==> src/rtl/adder_stream_arbiter.sv <==
// -----------------------------------------------------------------------------
// adder_stream_arbiter
//
// Lets NUM_REQ requester AXI-Stream sources share the single AXI-Stream input
// of the adder. Requesters are served round-robin. Once a requester is granted,
// it keeps the grant until its tlast beat is accepted. The adder-side signals
// come straight from a register stage, so tvalid/tdata/tlast are glitch-free.
//
// Ports
//   clk, rst                     : clock, asynchronous active-high reset
//   s_axis_tvalid/tlast [NUM_REQ]: per-requester valid / last-beat flag
//   s_axis_tdata [NUM_REQ*DATAW] : requester i at [i*DATAW +: DATAW]
//   s_axis_tready [NUM_REQ]      : per-requester ready (one-hot or zero)
//   axis_adder_interface_*       : registered stream towards the adder
//   grant_id                     : current / most recent granted requester
//   busy                         : a packet is in progress (LOCKED)
// -----------------------------------------------------------------------------
module adder_stream_arbiter #(
  parameter  int DATAW   = 128,
  parameter  int NUM_REQ = 4,
  localparam int GRANT_W = (NUM_REQ > 1) ? $clog2(NUM_REQ) : 1
) (
  input  logic                       clk,
  input  logic                       rst,
  input  logic [NUM_REQ-1:0]         s_axis_tvalid,
  input  logic [NUM_REQ-1:0]         s_axis_tlast,
  input  logic [NUM_REQ*DATAW-1:0]   s_axis_tdata,
  output logic [NUM_REQ-1:0]         s_axis_tready,
  output logic                       axis_adder_interface_tvalid,
  output logic                       axis_adder_interface_tlast,
  output logic [DATAW-1:0]           axis_adder_interface_tdata,
  input  logic                       axis_adder_interface_tready,
  output logic [GRANT_W-1:0]         grant_id,
  output logic                       busy
);

  typedef enum logic {
    ST_IDLE   = 1'b0,
    ST_LOCKED = 1'b1
  } state_t;

  state_t              r_state;
  state_t              w_state_nxt;
  logic [GRANT_W-1:0]  r_grant;
  logic [GRANT_W-1:0]  r_last_grant;
  logic [GRANT_W-1:0]  w_pick;

  logic                r_tvalid;
  logic                r_tlast;
  logic [DATAW-1:0]    r_tdata;

  logic                w_load_ok;
  logic                w_sel_valid;
  logic                w_beat_last;
  logic [DATAW-1:0]    w_beat_data;
  logic [NUM_REQ-1:0]  w_tready;
  logic                w_accept;

  // Round-robin pick: the lowest requesting index above 'last' wins; if none
  // is above, wrap and take the lowest requesting index at or below 'last'.
  function automatic logic [GRANT_W-1:0] rr_pick(
    input logic [NUM_REQ-1:0] req,
    input logic [GRANT_W-1:0] last
  );
    logic [GRANT_W-1:0] pick;
    pick = '0;
    for (int j = NUM_REQ - 1; j >= 0; j--) begin
      if (req[j] && (j <= int'(last))) pick = GRANT_W'(j);
    end
    for (int j = NUM_REQ - 1; j >= 0; j--) begin
      if (req[j] && (j > int'(last))) pick = GRANT_W'(j);
    end
    return pick;
  endfunction

  assign w_pick = rr_pick(s_axis_tvalid, r_last_grant);

  // Granted-requester mux and ready generation. Ready depends only on the FSM
  // state and whether the output register can take a beat, never on tvalid.
  always_comb begin
    w_load_ok   = !r_tvalid || axis_adder_interface_tready;
    w_sel_valid = 1'b0;
    w_beat_last = 1'b0;
    w_beat_data = '0;
    w_tready    = '0;
    for (int j = 0; j < NUM_REQ; j++) begin
      if (r_grant == GRANT_W'(j)) begin
        w_sel_valid = s_axis_tvalid[j];
        w_beat_last = s_axis_tlast[j];
        w_beat_data = s_axis_tdata[j*DATAW +: DATAW];
        if (r_state == ST_LOCKED) w_tready[j] = w_load_ok;
      end
    end
    w_accept = (r_state == ST_LOCKED) && w_load_ok && w_sel_valid;
  end

  always_comb begin
    w_state_nxt = r_state;
    case (r_state)
      ST_IDLE:   if (|s_axis_tvalid) w_state_nxt = ST_LOCKED;
      ST_LOCKED: if (w_accept && w_beat_last) w_state_nxt = ST_IDLE;
      default:   w_state_nxt = ST_IDLE;
    endcase
  end

  // ---- arbitration state ----
  always_ff @(posedge clk or posedge rst) begin
    if (rst) begin
      r_state      <= ST_IDLE;
      r_grant      <= '0;
      r_last_grant <= GRANT_W'(NUM_REQ - 1);
    end else begin
      r_state <= w_state_nxt;
      if ((r_state == ST_IDLE) && (|s_axis_tvalid)) r_grant <= w_pick;
      if (w_accept && w_beat_last) r_last_grant <= r_grant;
    end
  end

  // ---- output register towards the adder ----
  always_ff @(posedge clk or posedge rst) begin
    if (rst) begin
      r_tvalid <= 1'b0;
      r_tlast  <= 1'b0;
      r_tdata  <= '0;
    end else if (w_accept) begin
      r_tvalid <= 1'b1;
      r_tlast  <= w_beat_last;
      r_tdata  <= w_beat_data;
    end else if (axis_adder_interface_tready) begin
      r_tvalid <= 1'b0;
    end
  end

  assign s_axis_tready               = w_tready;
  assign axis_adder_interface_tvalid = r_tvalid;
  assign axis_adder_interface_tlast  = r_tlast;
  assign axis_adder_interface_tdata  = r_tdata;
  assign grant_id                    = r_grant;
  assign busy                        = (r_state == ST_LOCKED);

endmodule

==> config.mk <==
export PLATFORM = sky130hd
export DESIGN_NAME = adder_stream_arbiter
export DESIGN_NICKNAME = d
export VERILOG_FILES = /design/src/rtl/adder_stream_arbiter.sv
export SDC_FILE = /design/constraint.sdc
export NUM_CORES = 1
export LEC_CHECK = 0
export CAP_MARGIN = 10
export CORE_AREA = 2 2 258 260
export DETAILED_ROUTE_END_ITERATION = 8
export DIE_AREA = 0 0 260 262
export SYNTH_ARGS = -nofsm -noshare
export SYNTH_HDL_FRONTEND = slang
export SYNTH_SLANG_ARGS = --single-unit
==> constraint.sdc <==
create_clock -name clk -period 5 [get_ports clk]
set_clock_uncertainty 0.15 [all_clocks]
set_input_delay 1 -clock clk [delete_from_list [all_inputs] [get_ports clk]]
set_output_delay 1 -clock clk [all_outputs]
set_load 0.01 [all_outputs]
==> results_dict.tcl, run 1 <==
set metrics [dict create \
    ir_drop_v 0.0003397 \
    cts-root-buf "clkbuf_16" \
    path_buf_inv 2 \
    synth-simple-area-share 0.01360 \
    grt_pass1_wl_mm 51.40 \
    cp.required_ns 3.85 \
    synthMuxAreaShare 0.5270 \
    cts_hold_buf 0 \
    route.detailed.drc 0 \
    tns_ns 0 \
    worstSetupPathType "primary input to output pin" \
    synth_xor_area_frac 0 \
    slowest_delay_ns 0.61 \
    synth.avg_cell_area_um2 17.04 \
    setup_viol 0 \
    synth_top_family_by_area "multiplexers" \
    gp_congestion 0.7478 \
    synth_cells 486 \
    clkLatencyLatePin_ns 0.46 \
    layout-drive-gt1-share 0.2401 \
    die_h_um 262 \
    fillCellCount 6760 \
    power_density_nw_per_um2 517.1 \
    synthesis.area_um2 8283 \
    power_leakage_uw 0.005933 \
    viasPerCell 3.735 \
    cts.htree.levels 4 \
    final.period_utilization 0.7878 \
    clock-sinks 135 \
    yosysWarnings 0 \
    synth_fa_ha_area_frac 0 \
    rsz0062_at_grt "false" \
    rows 94 \
    clk_pin_slew_ns 0.06 \
    area_growth_pct 98.97 \
    numPortBuffers 659 \
    drt_iter0_markers 190 \
    status "completed" \
    dr.pass1.iters 4 \
    p_clk_frac 0.164 \
    track_usage 0.1034 \
    wirelength_mm 36.58 \
    layout_min_cycle_time_ns 3.939 \
    num_vias 7499 \
    start_kind "primary input" \
    cts_setup_buffers 0 \
    hold_path.class "register to register" \
    max_slew_margin 0.4539 \
    grt_max_degree 68 \
    yosysSeqAreaShare 0.4082 \
    p_sw_uw 2884 \
    crit_top_cell "clkdlybuf4s50_1" \
    clock.fmax_mhz 253.9 \
    power_uw 8522 \
    swShare 0.3384 \
    synth-compound-area-share 0.01556 \
    cts_buffers 17 \
    fin_nets 1651 \
    seq_area_um2 3388 \
    dpl.hpwl_mm 30.08 \
    crit_slowest_cell "clkdlybuf4s50_1" \
    ant_nets 0 \
    cts_tree "done" \
    die_w_um 260 \
    end_kind "output pin" \
    crit_chain "clkdlybuf4s50_1, nor2b_1, nand2b_1, nor3_1, clkdlybuf4s50_1" \
    multiInputGateArea_um2 4614 \
    antenna_found_initial 9 \
    syn_nets 1009 \
    path_max_fanout 5 \
    initial_core_util 0.1269 \
    max_cap_viol_count 0 \
    cts_max_path_buffers 2 \
    finalHoldViolCount 0 \
    wl_per_cell_um 18.22 \
    slew_viol_final 0 \
    synth_cell_types 28 \
    core_area_um2 65280 \
    grt_overflow_total 0 \
    pwr-share-seq 0.252 \
    postCtsResizedCells 0 \
    io_pins 660 \
    whs_ns 0.3336 \
    die-area_um2 68120 \
    internal-power_uw 5638 \
    finalNonFillerCells 2008 \
    ys_ff_latch 135 \
    critical_path_arrival_ns 2.79 \
    dp.cells 1973 \
    worstMarginPinSlew_ns 0.8191 \
    crit_family "buffers and inverters" \
    grt_pass1_vias 8385 \
    p_comb_frac 0.584 \
]
placed cells by master (no fill, tap or decap), types with 4 or more instances in the layout:
cell	n
a21oi_1	7
a31oi_1	4
buf_12	5
buf_4	4
bufinv_16	4
clkbuf_16	17
clkdlybuf4s50_1	659
dfrtp_1	131
inv_1	5
inv_6	4
mux2_1	31
mux2_2	98
mux4_2	128
nand2b_1	6
nor2_1	4
nor3_1	4
area by class of cell:
type                       count  area share
inverter                       6    0.001670
antenna                        3   0.0004555
tap                          864     0.06559
clock inverter                14     0.01192
sequential                   135      0.2056
multi-input combinational    300      0.2800
clock buffer                  18     0.02665
timing repair buffer         668      0.4081
state kept, by name, indices dropped and copies added, names as in the netlist:
register / flops
axis_adder_interface_tvalid: 1
r_last_grant: 2
axis_adder_interface_tdata: 128
axis_adder_interface_tlast: 1
grant_id: 2
busy: 1
power groups by stage:
stage               sequential [µW]  combinational (µW)  clock, µW
global route                   2240                5330       1520
finish                         2150                4980       1400
CTS                            2170                5120       1490
global placement               2150                5040          0
detailed placement             2170                5100          0
floorplan                      2250                2760          0
per-layer routing:
layer / up-vias / wire length (µm) / track usage
li1: 3279 / - / -
met1: 3741 / 13180 / 0.1118
met2: 408 / 18310 / 0.1767
met3: 63 / 3713 / 0.03762
met4: 8 / 1319 / 0.05540
met5: - / 52 / 0
cell usage after synthesis:
| master | instances | area (µm²) |
|---|---|---|
| a211o_1 | 1 | 8.760 |
| a211oi_2 | 1 | 12.51 |
| a21boi_2 | 1 | 11.26 |
| a21oi_1 | 7 | 35.03 |
| a31oi_1 | 4 | 25.02 |
| a32oi_1 | 1 | 8.760 |
| and2_1 | 1 | 6.260 |
| buf_2 | 20 | 100.1 |
| buf_4 | 1 | 7.510 |
| buf_6 | 10 | 112.6 |
| clkbuf_1 | 14 | 52.55 |
| dfrtp_1 | 133 | 3328 |
| dfstp_2 | 2 | 52.55 |
| inv_1 | 6 | 22.52 |
| mux2_1 | 31 | 349.1 |
| mux2_2 | 98 | 1104 |
| mux2i_1 | 3 | 30.03 |
| mux4_2 | 128 | 2883 |
| nand2_1 | 2 | 7.510 |
| nand2b_1 | 6 | 37.54 |
| nand3b_1 | 1 | 7.510 |
| nor2_1 | 4 | 15.01 |
| nor2b_1 | 2 | 12.51 |
| nor3_1 | 4 | 20.02 |
| o21ai_0 | 2 | 10.01 |
| o221ai_1 | 1 | 8.760 |
| o2bb2ai_1 | 1 | 8.760 |
| or2_1 | 1 | 6.260 |
kinds of logic (layout without fill, tap and decap cells):
logic type	count (synthesis)	count (layout)
muxes	260	260
DFF	135	135
buffers and inverters	51	706
and+or+nand+nor	21	21
AOI/OAI and AO/OA	19	19
other	0	3
path summary, 6_finish.rpt:
path                                                                     to                                         from  slack, ns  cells past startpoint
min in group asynchronous        axis_adder_interface_tdata[49]$_DFFE_PP0P_                                          rst       0.82                      2
worst min-delay path            axis_adder_interface_tdata[120]$_DFFE_PP0P_  axis_adder_interface_tdata[120]$_DFFE_PP0P_       0.33                      1
worst max-delay path                                       s_axis_tready[0]                  axis_adder_interface_tready       1.06                      5
worst max register to register   axis_adder_interface_tdata[29]$_DFFE_PP0P_                      grant_id[1]$_DFFE_PP0P_       2.26                      5
worst min register to register  axis_adder_interface_tdata[120]$_DFFE_PP0P_  axis_adder_interface_tdata[120]$_DFFE_PP0P_       0.33                      1
max in group asynchronous                       r_last_grant[0]$_DFFE_PP1P_                                          rst       3.05                      3
stage by stage:
step	setup slack, ns	utilization	area (µm²)
6_report	1.061	0.2525	16480
5_1_grt	0.9918	0.2524	16480
2_1_floorplan	0.2422	-	8283
3_3_place_gp	0.9681	0.2426	15840
4_1_cts	1.017	0.2524	16470
3_5_place_dp	1.026	0.2426	15840
No activity file was read; power rests on OpenSTA's default activity.
==> run 2, diff against run 1 <==
- clock period: 5 -> 3.5 ns (I/O delays scaled with it)
==> run 2 against run 1 <==
Via count up 0.21%. Die area unchanged. Global-route usage up 0.83 points. Non-clock buffer count up 11. Wire length up 7.0%. Critical endpoint is now s_axis_tready[3]. Largest cell class unchanged. Largest power group unchanged.
==> results_dict.tcl, run 2 (synthesis gave the netlist of run 1 again) <==
set metrics [dict create \
    status "completed" \
    finalHoldViolCount 0 \
    stdcell_area_um2 16570 \
    antenna_found_initial 8 \
    track_usage 0.1117 \
    clkLatencyLatePin_ns 0.46 \
    reg2regPathDepth 6 \
    hold_end "axis_adder_interface_tdata[30]$_DFFE_PP0P_" \
    hold_depth 1 \
    power_uw 12250 \
    dr.pass1.iters 4 \
    reg2reg_from "grant_id[0]$_DFFE_PP0P_" \
    viasPerCell 3.724 \
    cts_buffers 17 \
    ir_drop_v 0.0005545 \
    initial_core_util 0.1269 \
    wl_met3_mm 3.566 \
    reg2reg_slack_ns 1.04 \
    met2_length_mm 20.13 \
    clk_pin_slew_ns 0.06 \
    grt_overflow_total 0 \
    rsz0062_at_grt "false" \
    layout_commonest_cell "clkdlybuf4s50_1" \
    grt_pass1_vias 8393 \
    io_pins 660 \
    cts-root-buf "clkbuf_16" \
    grt_max_degree 71 \
    ant_nets 0 \
    power_density_nw_per_um2 739.0 \
    power_leakage_uw 0.005986 \
    path_max_fanout 5 \
    worstSetupPathType "primary input to output pin" \
    max_slew_margin 0.4027 \
    wirelength_mm 39.12 \
    final_cell_mix "clkdlybuf4s50_1, dfrtp_1, mux4_2, mux2_2, mux2_1" \
    start_kind "primary input" \
    critical_path_arrival_ns 2.40 \
    cp.required_ns 2.65 \
    reg2reg_to "axis_adder_interface_tdata[54]$_DFFE_PP0P_" \
    setup_viol 0 \
    rows 94 \
    numPortBuffers 659 \
    wl_per_cell_um 19.39 \
    die_w_um 260 \
    route.detailed.drc 0 \
    clock-sinks 135 \
    num_vias 7515 \
    cts.htree.levels 4 \
    slew_viol_final 0 \
    die-area_um2 68120 \
    fin_nets 1662 \
    tns_ns 0 \
    hold_path.class "register to register" \
    gp_congestion 0.7606 \
    final.period_utilization 0.9285 \
    cts_max_path_buffers 2 \
    grt_pass1_wl_mm 54.24 \
    routed.top_layer "met5" \
    max_cap_viol_count 0 \
    end_kind "output pin" \
    cts_setup_buffers 0 \
    largest_reg_flops 128 \
    layout_min_cycle_time_ns 3.250 \
    postCtsResizedCells 0 \
    area_growth_pct 100.1 \
    layout-drive-gt1-share 0.2474 \
    wl_met1_mm 14.63 \
    cts_hold_buf 0 \
    cts_tree "done" \
    dpl.hpwl_mm 32.89 \
    drt_iter0_markers 232 \
    die_h_um 262 \
    hold_path_startpoint "axis_adder_interface_tdata[30]$_DFFE_PP0P_" \
    placed_area_um2 15970 \
    worstMarginPinSlew_ns 0.8959 \
    core_area_um2 65280 \
    whs_ns 0.3381 \
    clock.fmax_mhz 307.7 \
]
## run 2: changes by cell type in the layout (fill, tap and decap cells not counted), sizes merged
cell,delta
clkbuf,+1
bufinv,-2
buf,+11
clkinv,+2
diode,-1
inv,-1
## run 2: area by class of cell
| type | count | area (µm²) |
|---|---|---|
| flip-flops and latches | 135 | 3388 |
| clock buffers | 19 | 452.9 |
| fillers | 6756 | 48700 |
| inverters | 6 | 26.28 |
| multi-input cells | 300 | 4614 |
| diodes | 2 | 5.005 |
| clock inverters | 13 | 146.4 |
| well taps | 864 | 1081 |
| repair buffers | 679 | 6859 |
## run 2: where the power goes
part	leakage, µW	internal [µW]	total (µW)	switching, µW
sequential	0.00157	2430	2940	504
clock	0.000290	1090	1870	774
combinational	0.00413	4510	7440	2930
total	0.00599	8040	12200	4210
## run 2: worst max path at each step
stage                                           start                                        end  cells after the start
final                     axis_adder_interface_tready                           s_axis_tready[3]                      7
after global routing      axis_adder_interface_tready                           s_axis_tready[3]                      7
after CTS                 axis_adder_interface_tready                           s_axis_tready[3]                      7
after detailed placement  axis_adder_interface_tready                           s_axis_tready[3]                      7
after global placement    axis_adder_interface_tready                           s_axis_tready[3]                      7
after floorplan                                   rst  axis_adder_interface_tdata[0]$_DFFE_PP0P_                      1
## run 2: critical path: stages
cell and delay, ns:
clkdlybuf4s50_1 0.46, nor2b_1 0.07, nand2b_1 0.19, buf_12 0.16, nor3_1 0.14, buf_4 0.15, clkdlybuf4s50_1 0.53
## run 2: routing by layer
layer	global-route usage	vias up
met4	0.03975	6
met5	0	-
met1	0.1227	3782
li1	-	3300
met2	0.1953	394
met3	0.04360	33
## run 2: metrics by stage
stage / std cells / utilization / setup slack [ns]
2_1_floorplan: 486 / - / 0.9725
3_3_place_gp: 1984 / 0.2446 / 0.1918
3_5_place_dp: 1984 / 0.2446 / 0.2631
4_1_cts: 2016 / 0.2538 / 0.2403
5_1_grt: 2017 / 0.2539 / 0.1323
6_report: 2018 / 0.2539 / 0.2501
